$ cat src/rtl/shift_seq_pkg.sv
// Shared types and constants for the shift register command sequencer.
package shift_seq_pkg;

    typedef enum logic [1:0] {
        IDLE  = 2'd0,
        LOAD  = 2'd1,
        SHIFT = 2'd2,
        RESP  = 2'd3
    } state_t;

    typedef enum logic [1:0] {
        FILL_ZERO = 2'd0,
        FILL_ONE  = 2'd1,
        FILL_ROT  = 2'd2,
        FILL_SIGN = 2'd3
    } fill_t;

    localparam logic [1:0] SR_HOLD  = 2'b00;
    localparam logic [1:0] SR_RIGHT = 2'b01;
    localparam logic [1:0] SR_LEFT  = 2'b10;
    localparam logic [1:0] SR_LOAD  = 2'b11;

    // Bit shifted into the register for a given fill mode and direction (dir 1 = left).
    function automatic logic fill_bit(input fill_t fill, input logic dir,
                                      input logic lsb, input logic msb);
        logic b;
        case (fill)
            FILL_ZERO: b = 1'b0;
            FILL_ONE:  b = 1'b1;
            FILL_ROT:  b = dir ? msb : lsb;
            FILL_SIGN: b = dir ? 1'b0 : msb;
            default:   b = 1'b0;
        endcase
        return b;
    endfunction

endpackage

$ cat src/rtl/shift_seq_ctrl.sv
// Command sequencer for the universal shift register: accepts a command,
// parallel-loads the operand, shifts it N times with the chosen fill and
// returns the register contents.
// Optional build macro SHIFT_SEQ_ABORT_EN adds an abort input that drops an
// in-flight command during LOAD or SHIFT.
module shift_seq_ctrl
    import shift_seq_pkg::*;
#(
    parameter int unsigned WIDTH = 4,
    parameter int unsigned CNT_W = $clog2(WIDTH + 1)
) (
    input  logic             clk,
    input  logic             rst,
`ifdef SHIFT_SEQ_ABORT_EN
    input  logic             abort,
`endif
    input  logic             cmd_valid,
    output logic             cmd_ready,
    input  logic [WIDTH-1:0] cmd_data,
    input  logic             cmd_dir,
    input  logic [1:0]       cmd_fill,
    input  logic [CNT_W-1:0] cmd_count,
    output logic [1:0]       sr_ctrl,
    output logic             sr_serial_rs,
    output logic             sr_serial_ls,
    output logic [WIDTH-1:0] sr_parallel_in,
    input  logic [WIDTH-1:0] sr_q,
    output logic             res_valid,
    input  logic             res_ready,
    output logic [WIDTH-1:0] res_data,
    output logic             busy
);

    state_t             r_state;
    logic               r_cmd_ready;
    logic [1:0]         r_sr_ctrl;
    logic [WIDTH-1:0]   r_sr_par;
    logic               r_res_valid;
    logic               r_busy;
    logic               r_dir;
    fill_t              r_fill;
    logic [CNT_W-1:0]   r_cnt;

    logic               w_abort;
    logic               w_fill;
    logic [CNT_W-1:0]   w_count_clamped;

`ifdef SHIFT_SEQ_ABORT_EN
    assign w_abort = abort;
`else
    assign w_abort = 1'b0;
`endif

    // Shift counts beyond the register width are saturated to the width.
    assign w_count_clamped = (cmd_count > CNT_W'(WIDTH)) ? CNT_W'(WIDTH) : cmd_count;

    // Serial fill follows the live register contents while shifting.
    assign w_fill       = fill_bit(r_fill, r_dir, sr_q[0], sr_q[WIDTH-1]);
    assign sr_serial_rs = (r_state == SHIFT) && !r_dir && w_fill;
    assign sr_serial_ls = (r_state == SHIFT) &&  r_dir && w_fill;

    // The register holds in RESP, so its output is passed straight through.
    assign res_data = r_res_valid ? sr_q : '0;

    assign cmd_ready      = r_cmd_ready;
    assign sr_ctrl        = r_sr_ctrl;
    assign sr_parallel_in = r_sr_par;
    assign res_valid      = r_res_valid;
    assign busy           = r_busy;

    // Sequencer FSM; registered outputs are set for the state being entered.
    always_ff @(posedge clk or posedge rst) begin
        if (rst) begin
            r_state     <= IDLE;
            r_cmd_ready <= 1'b0;
            r_sr_ctrl   <= SR_HOLD;
            r_sr_par    <= '0;
            r_res_valid <= 1'b0;
            r_busy      <= 1'b0;
            r_dir       <= 1'b0;
            r_fill      <= FILL_ZERO;
            r_cnt       <= '0;
        end else begin
            case (r_state)
                IDLE: begin
                    if (cmd_valid && r_cmd_ready) begin
                        r_state     <= LOAD;
                        r_cmd_ready <= 1'b0;
                        r_busy      <= 1'b1;
                        r_sr_ctrl   <= SR_LOAD;
                        r_sr_par    <= cmd_data;
                        r_dir       <= cmd_dir;
                        r_fill      <= fill_t'(cmd_fill);
                        r_cnt       <= w_count_clamped;
                    end else begin
                        r_cmd_ready <= 1'b1;
                    end
                end
                LOAD: begin
                    r_sr_par <= '0;
                    if (w_abort) begin
                        r_state     <= IDLE;
                        r_sr_ctrl   <= SR_HOLD;
                        r_busy      <= 1'b0;
                        r_cmd_ready <= 1'b1;
                    end else if (r_cnt != '0) begin
                        r_state   <= SHIFT;
                        r_sr_ctrl <= r_dir ? SR_LEFT : SR_RIGHT;
                    end else begin
                        r_state     <= RESP;
                        r_sr_ctrl   <= SR_HOLD;
                        r_res_valid <= 1'b1;
                    end
                end
                SHIFT: begin
                    if (w_abort) begin
                        r_state     <= IDLE;
                        r_sr_ctrl   <= SR_HOLD;
                        r_busy      <= 1'b0;
                        r_cmd_ready <= 1'b1;
                    end else begin
                        r_cnt <= r_cnt - CNT_W'(1);
                        if (r_cnt == CNT_W'(1)) begin
                            r_state     <= RESP;
                            r_sr_ctrl   <= SR_HOLD;
                            r_res_valid <= 1'b1;
                        end
                    end
                end
                RESP: begin
                    if (res_ready) begin
                        r_state     <= IDLE;
                        r_res_valid <= 1'b0;
                        r_busy      <= 1'b0;
                        r_cmd_ready <= 1'b1;
                    end
                end
                default: begin
                    r_state   <= IDLE;
                    r_sr_ctrl <= SR_HOLD;
                end
            endcase
        end
    end

endmodule

$ cat config.mk
export PLATFORM = sky130hd
export DESIGN_NAME = shift_seq_ctrl
export DESIGN_NICKNAME = d
export VERILOG_FILES = /design/src/rtl/shift_seq_pkg.sv /design/src/rtl/shift_seq_ctrl.sv
export SDC_FILE = /design/constraint.sdc
export NUM_CORES = 1
export LEC_CHECK = 0
export ABC_AREA = 1
export BUFFER_PORTS_ARGS = -buffer_cell sky130_fd_sc_hd__buf_4
export CAP_MARGIN = 20
export CORE_MARGIN = 2
export CORE_UTILIZATION = 50
export CTS_CLUSTER_DIAMETER = 40
export DETAILED_ROUTE_END_ITERATION = 6
export PLACE_DENSITY = 0.77
export SLEW_MARGIN = 0
export SYNTH_ARGS = -nofsm -noshare
export SYNTH_HDL_FRONTEND = slang
export SYNTH_SLANG_ARGS = --single-unit
$ cat constraint.sdc
create_clock -name clk -period 3.3 [get_ports clk]
set_clock_uncertainty 0.2 [all_clocks]
set_input_delay 0.66 -clock clk [delete_from_list [all_inputs] [get_ports clk]]
set_output_delay 0.66 -clock clk [all_outputs]
set_load 0.005 [all_outputs]
* Word-level counts from Yosys, hierarchy flattened *
Index checks and enable logic that the tools add are counted.

storage, ports and cells
  register bits = 17

cells by class
  add/subtract/negate cells = 1
  $lt $le $gt $ge = 1
  bitwise operators = 1
  reductions and logical operators = 22
  equality and inequality tests = 11
  mux-type cells = 28

operator list
  kind                                                                 count
  2-bit 2-to-1 mux                                                     7
  1-bit 2-to-1 mux                                                     9
  3-bit AND reduction                                                  3
  3-bit nonzero test                                                   3
  2-bit == test (second input constant)                                4
  4-bit 2-to-1 mux                                                     2
  2-bit case mux with 4 select lines                                   1
  4-bit case mux with 2 select lines                                   1
  2-bit AND reduction                                                  4
  3-bit 2-to-1 mux                                                     2
  2-bit inequality test (second input constant)                        3
  2-bit case mux with 3 select lines                                   1
  3-bit case mux with 2 select lines                                   1
  1-bit logical AND                                                    5
  2-bit by 1-bit == test with 1-bit output (second input constant)     2
  2-bit zero test                                                      2
  1-bit case mux with 2 select lines                                   2
  1-bit case mux with 4 select lines                                   1
  4-bit AND reduction                                                  1
  2-bit nonzero test                                                   2
  3-bit by 1-bit == test with 1-bit output (second input constant)     1
  3-bit > comparator (second input constant)                           1
  1-bit case mux with 3 select lines                                   1
  3-bit by 1-bit subtractor with 3-bit output (second input constant)  1
  other kinds (4)                                                      4

* Longest topological paths before layout *
Gate-level depths: netlist (run 1).

  word-level depth = 4
  depth in mapped cells = 8
  gate-level depth less buffers = 8

* Worst setup path after synthesis (run 1) *
No wires, ideal clock.

  path kind = flip-flop to output port
  from = reg r_state[0]
  to = out sr_serial_ls
  stages on the path, launching flop included = 5
  setup slack = 1.458 ns
  buffers on the path = 0
  arrival time = 0.982 ns
  data required time = 2.440 ns
  cell sequence = dfrtp_1 -> inv_1 -> ha_1 -> nand2_1 -> nor2_1

between the ends
  cells in the longest elaborated chain, start to end = 3

RTL lines
  item                             line                   source
  from (decl)                      shift_seq_ctrl.sv:34   state_t r_state;
  from (signal assigned)           shift_seq_ctrl.sv:74   r_state <= IDLE;
  from (signal assigned)           shift_seq_ctrl.sv:87   r_state <= LOAD;
  from (signal assigned)           shift_seq_ctrl.sv:102  r_state <= IDLE;
  2-bit == test                    shift_seq_ctrl.sv:60   assign sr_serial_ls = (r_state == SHIFT) && r_dir && w_fill;
  1-bit logical AND (2 in series)  shift_seq_ctrl.sv:60
  to (decl)                        shift_seq_ctrl.sv:25   output logic sr_serial_ls,

Every way passes these cells.

* Worst setup path in the final report (run 1) *
Ends and elaborated chain as after synthesis.

==> results of run 1 <==
==> cell type report <==
cell class / instances / area share
clock buffers: 4 / 0.0187
repair buffers: 32 / 0.171
multi-input cells: 109 / 0.417
well taps: 28 / 0.0250
inverters: 24 / 0.0642
flip-flops and latches: 17 / 0.303
==> worst max-delay path, cell delays in order, from the launching register on <==
cell and delay [ns]:
dfrtp_1 0.47, inv_1 0.17, ha_1 0.29, nand2_1 0.08, nor2_1 0.11, buf_4 0.11
==> cell families after synthesis <==
group,count (synthesis)
DFF,17
adders and majority gates,11
buffers and inverters,25
and+or+nand+nor,89
AOI/OAI and AO/OA,9
==> metrics by stage <==
stage	area (µm²)	power [W]	cells	hold WS (ns)	setup WS, ns
floorplan	1110	0.000912	151	0.264	1.46
global placement	1380	0.00111	210	0.267	1.25
detailed placement	1380	0.00115	210	0.270	1.22
CTS	1400	0.00126	214	0.267	0.906
global route	1400	0.00140	214	0.294	0.771
finish	1400	0.00125	214	0.244	0.927
==> cells in the mapped netlist <==
cell type / number
nand2_2: 5
nand3_1: 16
nor2_2: 4
inv_2: 3
dfrtp_1: 17
nand3b_1: 1
nor2_1: 7
a21oi_2: 2
a21oi_1: 1
or2_2: 1
buf_6: 1
nor3_1: 1
ha_1: 11
nand4_1: 2
nand2_1: 51
nand3_2: 1
o21ai_1: 6
inv_1: 21
==> flip-flops by register name (all words and copies together), names as in the netlist <==
name,cells
res_valid,1
cmd_ready,1
r_fill,2
sr_ctrl,2
r_dir,1
r_state,2
r_cnt,3
sr_parallel_in,4
busy,1
==> power by group <==
| group | internal, W | leakage (nW) | switching (W) | total, W |
|---|---|---|---|---|
| clock network | 0.0000470 | 0.0150 | 0.0000629 | 0.000110 |
| logic | 0.000319 | 0.596 | 0.000426 | 0.000745 |
| registers | 0.000311 | 0.206 | 0.0000860 | 0.000397 |
==> worst max-delay path by stage <==
stage	startpoint	endpoint	slack [ns]	cells after the start
floorplan	r_state[0]	sr_serial_ls	1.46	4
global placement	sr_q[3]	sr_serial_rs	1.25	8
detailed placement	sr_q[3]	sr_serial_ls	1.22	8
CTS	r_state[0]	sr_serial_ls	0.91	5
global route	r_state[0]	sr_serial_ls	0.77	5
finish	r_state[0]	sr_serial_ls	0.93	5
==> layer usage <==
metal	track usage	vias up	routed length (µm)
met1	0.226	464	968
met2	0.316	20	1120
met5	0	-	0
li1	-	538	-
met4	0.0676	0	26
met3	0.0351	4	98
==> impl_metrics.py, run 1 <==
metrics = {
    "clock_network": {
        "post-cts-setup-buffers": 0,
        "ctsRootBufferMaster": "clkbuf_4",
        "clkSinkCount": 17,
        "cts_hold_buf": 0,
        "cts.htree.levels": 1,
        "numCtsBuffers": 3,
        "cts.clk_slew.worst_paths_ns": 0.10,
        "clock_latency_ns": 0.29,
        "cts_tree": "built",
        "cts_buffer_depth": 2,
        "cts.repair.resized": 0,
    },
    "timing": {
        "maxSlewHeadroom": 0.585,
        "rsz0062_at_grt": "no",
        "drv_slew": 0,
        "fin_crit_sh": 0.719,
        "hold_viol_final": 0,
        "fin_crit_ns": 2.37,
        "worst_slew_pin_slew_ns": 0.623,
        "tns_ns": 0,
        "fmax_mhz": 421,
        "setup_viol": 0,
    },
    "power": {
        "cellPowerDensity_nw_per_um2": 892,
        "cellLeakagePower_nw": 0.817,
        "irDropWorstVdd_mv": 0.456,
    },
    "cells_and_area": {
        "num_antenna_cells": 0,
        "final_cell_mix": "nand2_1, buf_4, inv_1, dfrtp_1, nand3_1",
        "utilization": 0.653,
        "final_common_cell": "nand2_1",
        "multi_input_area_um2": 586,
        "n_fill_cell": 203,
        "final_nets": 216,
        "area_growth_pct": 26.1,
        "seq_area_um2": 425,
        "drive_above_1_share": 0.274,
    },
    "logic_synthesis": {
        "synth_compound_area_frac": 0.0472,
        "yosys.area_share.simple": 0.355,
        "muxShareOfSynthArea": 0,
        "syn_area_um2": 1110,
        "syn_area_per_cell_um2": 7.37,
        "syn-instance-count": 151,
        "yosysTopAreaCell": "dfrtp_1",
        "synth_top_area_share": 0.382,
        "yosys_warnings": 0,
        "synth_fa_ha_area_frac": 0.124,
        "yosys-top-cells-area": "dfrtp_1, nand2_1, ha_1, nand3_1, inv_1",
        "synth_xor_xnor_area_share": 0,
        "synth_top_family_by_area": "simple AND/OR/NAND/NOR gates",
        "ys_types": 18,
        "ys_seq_area_frac": 0.382,
        "synth_seq_cells": 17,
        "syn_nets": 180,
    },
    "floorplanning": {
        "core_um2": 2150,
        "start_util": 0.518,
        "die_w_um": 51.2,
        "dieHeight_um": 51.2,
        "io_pins": 33,
        "die-area_um2": 2620,
        "core.rowCount": 17,
    },
    "worst_setup_path": {
        "ff2ff_setup_slack_ns": 1.53,
        "cp.required_ns": 2.44,
        "reg2reg_depth": 6,
        "cp.arrival_ns": 1.51,
        "path_class": "reg -> out",
        "critPathLaunchType": "flop",
        "cp_max_fo": 7,
        "worstReg2RegEnd": "r_cnt[0]",
        "end_kind": "output pin",
        "reg2reg_from": "r_state[0]",
    },
    "detailed_routing": {
        "vias": 1026,
        "drc": 0,
        "routedWlPerCell_um": 10.4,
        "drtIter0Drc": 11,
        "viasPerCell": 4.79,
        "firstDrtPassIters": 4,
        "ant_nets": 0,
        "wl_um": 2220,
    },
    "global_routing": {
        "first_global_vias": 901,
        "antenna_found_initial": 0,
        "overflow": 0,
        "grt_max_degree": 18,
        "grt_pass1_wl_um": 3620,
        "track_usage": 0.183,
    },
    "flow_run": {
        "cap_violations": 0,
    },
    "placement": {
        "gp_congestion": 0.777,
        "dpl.hpwl_um": 1820,
        "io_buffer_count": 32,
    },
    "min_path": {
        "worstHoldPathType": "in -> async",
    },
    "run_status": {
        "status": "finished clean",
    },
}
Note: power is estimated with default switching activity, not from simulation.
==> run 2: changes to the inputs <==
ABC_AREA = 0   (was 1)
CORE_UTILIZATION = 45   (was 50)
PLACE_DENSITY = 0.74   (was 0.77)
clock period = 1.9 ns   (was 3.3 ns; I/O delays follow)
==> run 2 against run 1 <==
Sequential share of layout area fell by 1.6 points. The flow now finishes with violations (setup timing). Register-to-register slack got worse by 1.4 ns. Wire length rose by 7.2%. Cell count fell by 16%. Synthesized cell count fell by 30%. Largest cell class unchanged. Count of clock-buffer cells in the layout fell by 1.
==> impl_metrics.py, run 2 <==
metrics = {
    "timing": {
        "drv_slew": 0,
        "hold_viol_final": 0,
        "fin_crit_ns": 1.91,
        "layout_setup_ws_ns": -0.00656,
        "maxSlewHeadroom": 0.721,
        "fin_crit_sh": 1.00,
        "fmax_mhz": 525,
        "rsz0062_at_grt": "yes",
        "setup_viol": 1,
        "worst_slew_pin_slew_ns": 0.414,
    },
    "logic_synthesis": {
        "synth_edf_count": 0,
        "syn-instance-count": 105,
        "synth.most_common_cell": "dfrtp_1",
        "synth_commonest_cells": "dfrtp_1, ha_1, inv_1, nor2_1, a21oi_1",
        "syn_area_per_cell_um2": 10.0,
        "yosys-top-cells-area": "dfrtp_1, ha_1, a22o_1, mux2_2, a21oi_1",
        "yosysTopAreaCell": "dfrtp_1",
        "synth_ff_type": "dfrtp_1",
        "async_flop_share": 1.00,
        "yosys_warnings": 0,
        "synth_seq_cells": 17,
        "syn_area_um2": 1050,
        "ys_seq_area_frac": 0.404,
        "ys_types": 30,
        "syn_nets": 134,
        "synth_top_area_share": 0.404,
    },
    "worst_setup_path": {
        "cp.required_ns": 1.32,
        "reg2reg_from": "r_state[1]",
        "crit_start": "r_state[0]",
        "path_class": "reg -> out",
        "critPathLaunchType": "flop",
        "cp_max_fo": 3,
        "end_kind": "output pin",
        "cp.arrival_ns": 1.33,
    },
    "cells_and_area": {
        "num_antenna_cells": 0,
        "final_common_cell": "buf_4",
        "largest_reg_flops": 4,
        "multi_input_area_um2": 621,
        "n_fill_cell": 191,
        "final_nets": 181,
        "seq_area_um2": 425,
        "final_cell_mix": "buf_4, dfrtp_1, nor2_1, inv_1, a21oi_1",
        "drive_above_1_share": 0.424,
        "utilization": 0.669,
        "area_growth_pct": 40.4,
    },
    "global_routing": {
        "globalRouteMet1Util": 0.232,
        "grt_max_degree": 18,
        "antenna_found_initial": 0,
        "grtUsageMet2": 0.327,
        "grt_pass1_wl_um": 3790,
        "first_global_vias": 872,
        "overflow": 0,
        "met3_usage": 0.0257,
        "track_usage": 0.187,
        "top_usage_layer": "met2",
    },
    "power": {
        "cellInternalPower_w": 0.00142,
        "cellLeakagePower_nw": 0.704,
        "p_clk_frac": 0.083,
        "power_switching_w": 0.000990,
        "share_comb_of_total_power": 0.632,
        "cellPowerDensity_nw_per_um2": 1630,
        "irDropWorstVdd_mv": 0.875,
        "p_seq_frac": 0.284,
        "sw_frac_of_total": 0.411,
    },
    "floorplanning": {
        "dieHeight_um": 52.4,
        "die_w_um": 52.4,
        "start_util": 0.476,
        "core.rowCount": 17,
        "die-area_um2": 2740,
        "core_um2": 2210,
        "io_pins": 33,
    },
    "detailed_routing": {
        "firstDrtPassIters": 4,
        "drc": 0,
        "wl_um": 2380,
        "drtIter0Drc": 12,
        "vias": 934,
        "ant_nets": 0,
        "routedWlPerCell_um": 13.3,
        "viasPerCell": 5.22,
    },
    "min_path": {
        "worstHoldPathType": "in -> reg",
        "min_from": "cmd_count[2]",
    },
    "clock_network": {
        "cts_tree": "built",
        "cts.clk_slew.worst_paths_ns": 0.10,
        "ctsRootBufferMaster": "clkbuf_4",
        "clock_latency_ns": 0.30,
        "clkSinkCount": 17,
        "numCtsBuffers": 3,
        "cts_buffer_depth": 2,
        "cts.htree.levels": 1,
    },
    "flow_run": {
        "cap_violations": 0,
    },
    "run_status": {
        "status": "finished with violations",
        "failed_checks": "setup timing",
    },
    "placement": {
        "dp_slack_ns": 0.0799,
        "gp_congestion": 0.812,
        "dpl.hpwl_um": 1790,
        "io_buffer_count": 32,
    },
}
-- run 2: cell count changes in the layout (fill, tap and decap cells not counted), sizes merged, moves of 2 or more --
cell,before,now
nor2,11,9
a221oi,0,2
nand4,2,0
a22o,0,6
mux2,0,4
nor2b,0,2
nand2b,0,2
a21oi,3,8
and2,0,5
buf,32,43
nand3,17,1
inv,24,10
a31oi,0,4
nand2,56,7
-- run 2: area by class of cell --
class,instances,area share
multi-input combinational,76,0.420
clock buffer,3,0.0152
timing repair buffer,44,0.225
clock inverter,1,0.00338
inverter,10,0.0254
sequential,17,0.288
tap,28,0.0237
-- run 2: worst max-delay path: stages, from the launching register on --
cell	delay, ns
dfrtp_1	0.40
inv_2	0.08
ha_2	0.20
inv_2	0.05
nor3_2	0.18
buf_4	0.13
-- run 2: what timing repair did --
action / in CTS / in global routing
buffers inserted: 3 / 2
hold endpoints to repair: 17 / 0
setup endpoints to repair: 2 / 12
gates resized for setup: 5 / 6
hold buffers: 1 / 0
-- run 2: cells by family (layout without fill, tap and decap cells) --
| kind of cell | Yosys count | in the layout | share of synthesized area |
|---|---|---|---|
| muxes | 4 | 4 | 0.0428 |
| and+or+nand+nor | 29 | 29 | 0.138 |
| buffers and inverters | 12 | 58 | 0.0475 |
| adders and majority gates | 11 | 11 | 0.131 |
| AOI/OAI and AO/OA | 32 | 32 | 0.238 |
| DFF | 17 | 17 | 0.404 |
-- run 2: layer usage --
| layer | part of all wire | vias to the layer above |
|---|---|---|
| met1 | 0.44 | 444 |
| met5 | 0 | - |
| met3 | 0.037 | 4 |
| met2 | 0.50 | 20 |
| met4 | 0.013 | 0 |
| li1 | - | 466 |
-- run 2: stage by stage --
| stage | instance area [µm²] | total power (W) | cells | hold slack, ns | setup TNS [ns] |
|---|---|---|---|---|---|
| finish | 1480 | 0.00241 | 179 | 0.0832 | -0.00656 |
| global route | 1480 | 0.00261 | 179 | 0.0931 | -0.0875 |
| CTS | 1440 | 0.00228 | 177 | 0.0782 | -0.00730 |
| detailed placement | 1360 | 0.00201 | 169 | 0.214 | 0 |
| global placement | 1360 | 0.00196 | 169 | 0.210 | 0 |
| floorplan | 1050 | 0.00155 | 105 | 0.106 | 0 |
-- run 2: path summary, 6_finish.rpt --
| kind | end | slack [ns] | depth (start not counted) |
|---|---|---|---|
| max | sr_serial_ls | -0.007 | 5 |
| min | r_cnt[0] | 0.08 | 2 |
| max reg2reg | sr_parallel_in[0] | 0.09 | 7 |
| min reg2reg | busy | 0.32 | 1 |
| max in group asynchronous | r_fill[1] | 0.87 | 4 |
| min in group asynchronous | sr_ctrl[1] | 0.43 | 4 |
-- run 2: power by group through the flow --
stage,registers (W),logic (W),clock network [W]
6_report,0.000684,0.00152,0.000201
5_1_grt,0.000709,0.00169,0.000213
2_1_floorplan,0.000669,0.000882,0
3_3_place_gp,0.000680,0.00128,0
4_1_cts,0.000676,0.00140,0.000203
3_5_place_dp,0.000685,0.00132,0
